$ cat src/rtl/exc_ctrl.sv
// Exception/interrupt sequencer: arbitrates bus errors, decode errors and IRQs,
// drains and flushes the pipeline, saves EPC/IE and redirects fetch to the IVT.
module exc_ctrl #(
  parameter int unsigned NIRQ       = 4,
  parameter int unsigned ADDR_WIDTH = 32
) (
  input  logic                   clk,
  input  logic                   rst,
  input  logic                   i_core_stall,
  input  logic                   i_dec_err,
  input  logic [ADDR_WIDTH-1:0]  i_dec_pc,
  input  logic                   i_bus_err,
  input  logic [ADDR_WIDTH-1:0]  i_bus_pc,
  input  logic [NIRQ-1:0]        i_irq,
  input  logic [ADDR_WIDTH-1:0]  i_next_pc,
  input  logic                   i_sr_ie,
  input  logic [ADDR_WIDTH-11:0] i_ivt,
  output logic                   o_flush,
  output logic                   o_epc_we,
  output logic [ADDR_WIDTH-1:0]  o_epc,
  output logic                   o_ie_save,
  output logic [3:0]             o_cause,
  output logic                   o_jump_valid,
  output logic [ADDR_WIDTH-1:0]  o_jump_addr,
  input  logic                   i_jump_ack,
  output logic                   o_busy
);

  localparam int unsigned CAUSE_W     = 4;
  localparam logic [CAUSE_W-1:0] CAUSE_DEC = 4'd1;
  localparam logic [CAUSE_W-1:0] CAUSE_BUS = 4'd2;
  localparam logic [CAUSE_W-1:0] CAUSE_IRQ = 4'd8;

  typedef enum logic [1:0] {
    ST_IDLE,
    ST_DRAIN,
    ST_FLUSH,
    ST_VECTOR
  } state_t;

  state_t                 state_q;
  state_t                 state_d;
  logic                   accept_c;
  logic [CAUSE_W-1:0]     evt_cause_c;
  logic [ADDR_WIDTH-1:0]  evt_pc_c;

  // Event arbitration: bus error > decode error > lowest-index enabled IRQ.
  always_comb begin
    accept_c    = 1'b0;
    evt_cause_c = '0;
    evt_pc_c    = '0;
    if (!i_core_stall) begin
      if (i_bus_err) begin
        accept_c    = 1'b1;
        evt_cause_c = CAUSE_BUS;
        evt_pc_c    = i_bus_pc;
      end else if (i_dec_err) begin
        accept_c    = 1'b1;
        evt_cause_c = CAUSE_DEC;
        evt_pc_c    = i_dec_pc;
      end else if (i_sr_ie) begin
        for (int n = 0; n < int'(NIRQ); n++) begin
          if (i_irq[n] && !accept_c) begin
            accept_c    = 1'b1;
            evt_cause_c = CAUSE_IRQ + CAUSE_W'(n);
            evt_pc_c    = i_next_pc;
          end
        end
      end
    end
  end

  // Next-state logic; new events are only considered in IDLE.
  always_comb begin
    state_d = state_q;
    case (state_q)
      ST_IDLE:   if (accept_c) state_d = ST_DRAIN;
      ST_DRAIN:  if (!i_core_stall) state_d = ST_FLUSH;
      ST_FLUSH:  state_d = ST_VECTOR;
      ST_VECTOR: if (i_jump_ack) state_d = ST_IDLE;
      default:   state_d = ST_IDLE;
    endcase
  end

  // State register.
  always_ff @(posedge clk) begin
    if (rst) begin
      state_q <= ST_IDLE;
    end else begin
      state_q <= state_d;
    end
  end

  // Registered outputs derived from the upcoming state; cause/EPC/vector latched.
  always_ff @(posedge clk) begin
    if (rst) begin
      o_flush      <= 1'b0;
      o_epc_we     <= 1'b0;
      o_ie_save    <= 1'b0;
      o_jump_valid <= 1'b0;
      o_busy       <= 1'b0;
      o_cause      <= '0;
      o_epc        <= '0;
      o_jump_addr  <= '0;
    end else begin
      o_flush      <= (state_d == ST_FLUSH);
      o_epc_we     <= (state_d == ST_FLUSH);
      o_ie_save    <= (state_d == ST_FLUSH);
      o_jump_valid <= (state_d == ST_VECTOR);
      o_busy       <= (state_d != ST_IDLE);
      if (state_q == ST_IDLE && accept_c) begin
        o_cause <= evt_cause_c;
        o_epc   <= evt_pc_c;
      end
      if (state_q == ST_FLUSH) begin
        o_jump_addr <= {i_ivt, o_cause, 6'b0};
      end
    end
  end

endmodule
$ cat config.mk
export PLATFORM = sky130hd
export DESIGN_NAME = exc_ctrl
export DESIGN_NICKNAME = d
export VERILOG_FILES = /design/src/rtl/exc_ctrl.sv
export SDC_FILE = /design/constraint.sdc
export NUM_CORES = 1
export LEC_CHECK = 0
export CORE_MARGIN = 4
export CORE_UTILIZATION = 32
export CTS_BUF_LIST = sky130_fd_sc_hd__clkbuf_8
export DETAILED_ROUTE_END_ITERATION = 12
export PLACE_DENSITY = 0.76
export SKIP_CTS_REPAIR_TIMING = 1
export SYNTH_ARGS = -nofsm -noshare
export SYNTH_HDL_FRONTEND = slang
export SYNTH_SLANG_ARGS = --single-unit
$ cat constraint.sdc
create_clock -name clk -period 1.63 [get_ports clk]
set_clock_uncertainty 0.15 [all_clocks]
set_input_delay 0.326 -clock clk [delete_from_list [all_inputs] [get_ports clk]]
set_output_delay 0.326 -clock clk [all_outputs]
set_load 0.05 [all_outputs]
==> flow_summary.toml <==
[run_status]
outcome = "finished, final reports clean"

[critical_path]
slowest_stage = "o41a_1"
critPathBufInv = 2
cp.depth = 6
cp_max_fo = 8
crit_arrival_ns = 1.67
end_kind = "register"
path_cells = "buf_6, o41a_1, buf_4, nor2b_4, a222oi_1, o2bb2ai_1"
critical_path_class = "in2reg"
rr_worst_depth = 5
r2r_slack_ns = 0.15
start_kind = "input port"
reg2reg_from = "state_q[0]$_SDFF_PP0_"
critical_path.max_stage_delay_ns = 0.50
crit_required_ns = 1.68
path_delay_family = "compound AO/OA/AOI/OAI gates"
r2r-end = "o_epc[30]$_SDFFE_PP0P_"

[finish]
final_nets = 611
syn_to_final_growth_pct = 111
drive_above_1_share_pct = 24.4
fillers = 613
final_cell_area_um2 = 5710
diodes = 0

[global_routing]
grt_max_degree = 33
overflow = 0
grt_pass1_vias = 3062
grt_pass1_wl_um = 14600
grt_antenna_before_repair = 0
grt_usage_pct = 18.6

[synth]
synth.distinct_cells = 28
synthCells = 279
yosys.area.top_type = "dfxtp_1"
async_flop_share_pct = 0
ys_top_cells_by_count = "dfxtp_1, nand2_1, a222oi_1, o2bb2ai_1, a21oi_1"
syn_area_per_cell_um2 = 9.70
synth_edf_count = 0
ys_seq_elements = 65
synth.cell_area_um2 = 2710
yosysMostFrequentCell = "dfxtp_1"
ys.flop_type = "dfxtp_1"
netlist.area_leader.share_pct = 48.1
synth-seq-area-share_pct = 48.1
yosys-top-cells-area = "dfxtp_1, a222oi_1, o2bb2ai_1"
yosys_warnings = 0

[sta]
period_needed_ns = 1.62
rsz0062_at_grt = "yes"
fmax_ghz = 0.617
setup_violations = 0
hold_viol_final = 0
final.setup.tns_ns = 0
period_share_pct = 99.4
setup_ws_ns = 0.00986
maxSlewViolCount = 0

[die]
start_util_pct = 32.9
core_um2 = 8220
fp.dieW_um = 100
io_pins = 202
die_h_um = 100
rows = 33
dieArea_um2 = 9990

[run]
maxCapViolCount = 0

[placement]
gp_congestion = 0.738
dpl_worst_slack_ns = -0.938
hpwl_um = 7620
placed_area_um2 = 5420
io_buffers = 193

[routing]
drt_iter0_markers = 183
drt-total-wl_um = 10500
drt.antenna.violating_nets = 0
via_per_inst = 5.20
drc = 0
dr.pass1.iters = 8
drt-wirelength-per-cell_um = 17.8
vias = 3076

[clocking]
cts_tree = "built"
cts_root_buffer = "clkbuf_8"
htree_levels = 3
insertion_delay_ns = 0.33
clkTransAtPathRegs_ns = 0.07
clockBufferDepth = 2
cts_sinks = 65
cts_made_buffers = 9

[pwr]
vdd_drop_max_v = 0.000479
p_per_area_nw_per_um2 = 822
leakage_nw = 2.16

[worst_hold_path]
hold_path_depth = 5
holdPathEnd = "o_cause[1]$_SDFFE_PP0P_"
hold_class = "in2reg"
min-delay-start = "i_irq[0]"
layout make-up:
type                    count  area (um2)  share of cell area (%)
repair buffers            217        2820                    49.3
clock inverters             5        55.1                   0.963
flip-flops and latches     65        1300                    22.8
multi-input cells         185        1240                    21.7
inverters                   4        15.0                   0.263
well taps                 105         131                    2.30
clock buffers              11         151                    2.65
worst register-to-register path: cells and delay by family, from the launching register on:
kind	cells	cell delay (ns)
simple gates	2	0.38
buf+inv	1	0.17
flops	1	0.32
compound gates	2	0.40
registers in the layout (all words and copies together) (netlist names):
name	cells
o_cause	3
o_jump_addr	25
o_epc	32
o_jump_valid	1
state_q	2
o_ie_save	1
o_busy	1
power breakdown:
part | internal (mW) | switching, mW | total (mW)
Combinational | 0.806 | 0.708 | 1.51
Clock | 0.785 | 0.606 | 1.39
Sequential | 1.69 | 0.107 | 1.79
worst max path at each step:
stage              start                     end  slack, ns
2_1_floorplan   i_irq[2]  o_epc[10]$_SDFFE_PP0P_  -0.000008
4_1_cts        i_bus_err   o_epc[0]$_SDFFE_PP0P_      -0.58
3_5_place_dp   i_bus_err   o_epc[0]$_SDFFE_PP0P_      -0.94
3_3_place_gp   i_dec_err  o_epc[14]$_SDFFE_PP0P_      -0.90
6_report        i_irq[0]   o_epc[6]$_SDFFE_PP0P_       0.01
5_1_grt         i_irq[0]   o_epc[6]$_SDFFE_PP0P_      -0.03
routing by layer:
layer,GRT usage [%],share of wire [%],routed length [um]
met1,17.7,34,3530
met2,35.1,54,5740
met5,0,0,0
met3,7.09,11,1120
met4,7.98,1.4,146
cell usage in the layout (no fill, tap or decap), types with 2 or more instances in the layout:
cell / instances
nor2_1: 4
nand2b_1: 3
clkdlybuf4s50_1: 121
nand2_1: 53
clkbuf_8: 11
dfxtp_1: 65
a222oi_1: 32
buf_12: 69
clkbuf_2: 2
buf_4: 19
inv_1: 5
dlymetal6s2s_1: 4
buf_6: 2
o21ai_0: 4
nor2b_4: 6
a21oi_1: 30
o2bb2ai_1: 32
conb_1: 8
stage by stage:
step | hold WS [ns] | power (mW) | std cells | util, %
after global routing | 0.284 | 4.88 | 592 | 69.5
after CTS | 0.341 | 4.72 | 585 | 68.5
after floorplan | 0.312 | 2.46 | 286 | -
after detailed placement | 0.331 | 3.32 | 569 | 66.0
after global placement | 0.327 | 3.30 | 569 | 66.0
final | 0.254 | 4.70 | 592 | 69.5
cell families after synthesis:
| logic type | count (synthesis) | share of synthesized area, % |
|---|---|---|
| simple gates | 69 | 11.7 |
| other cells | 1 | 0.139 |
| flops | 65 | 48.1 |
| compound gates | 104 | 30.7 |
| buf+inv | 40 | 9.48 |
No activity file was read; power rests on OpenSTA's default activity.
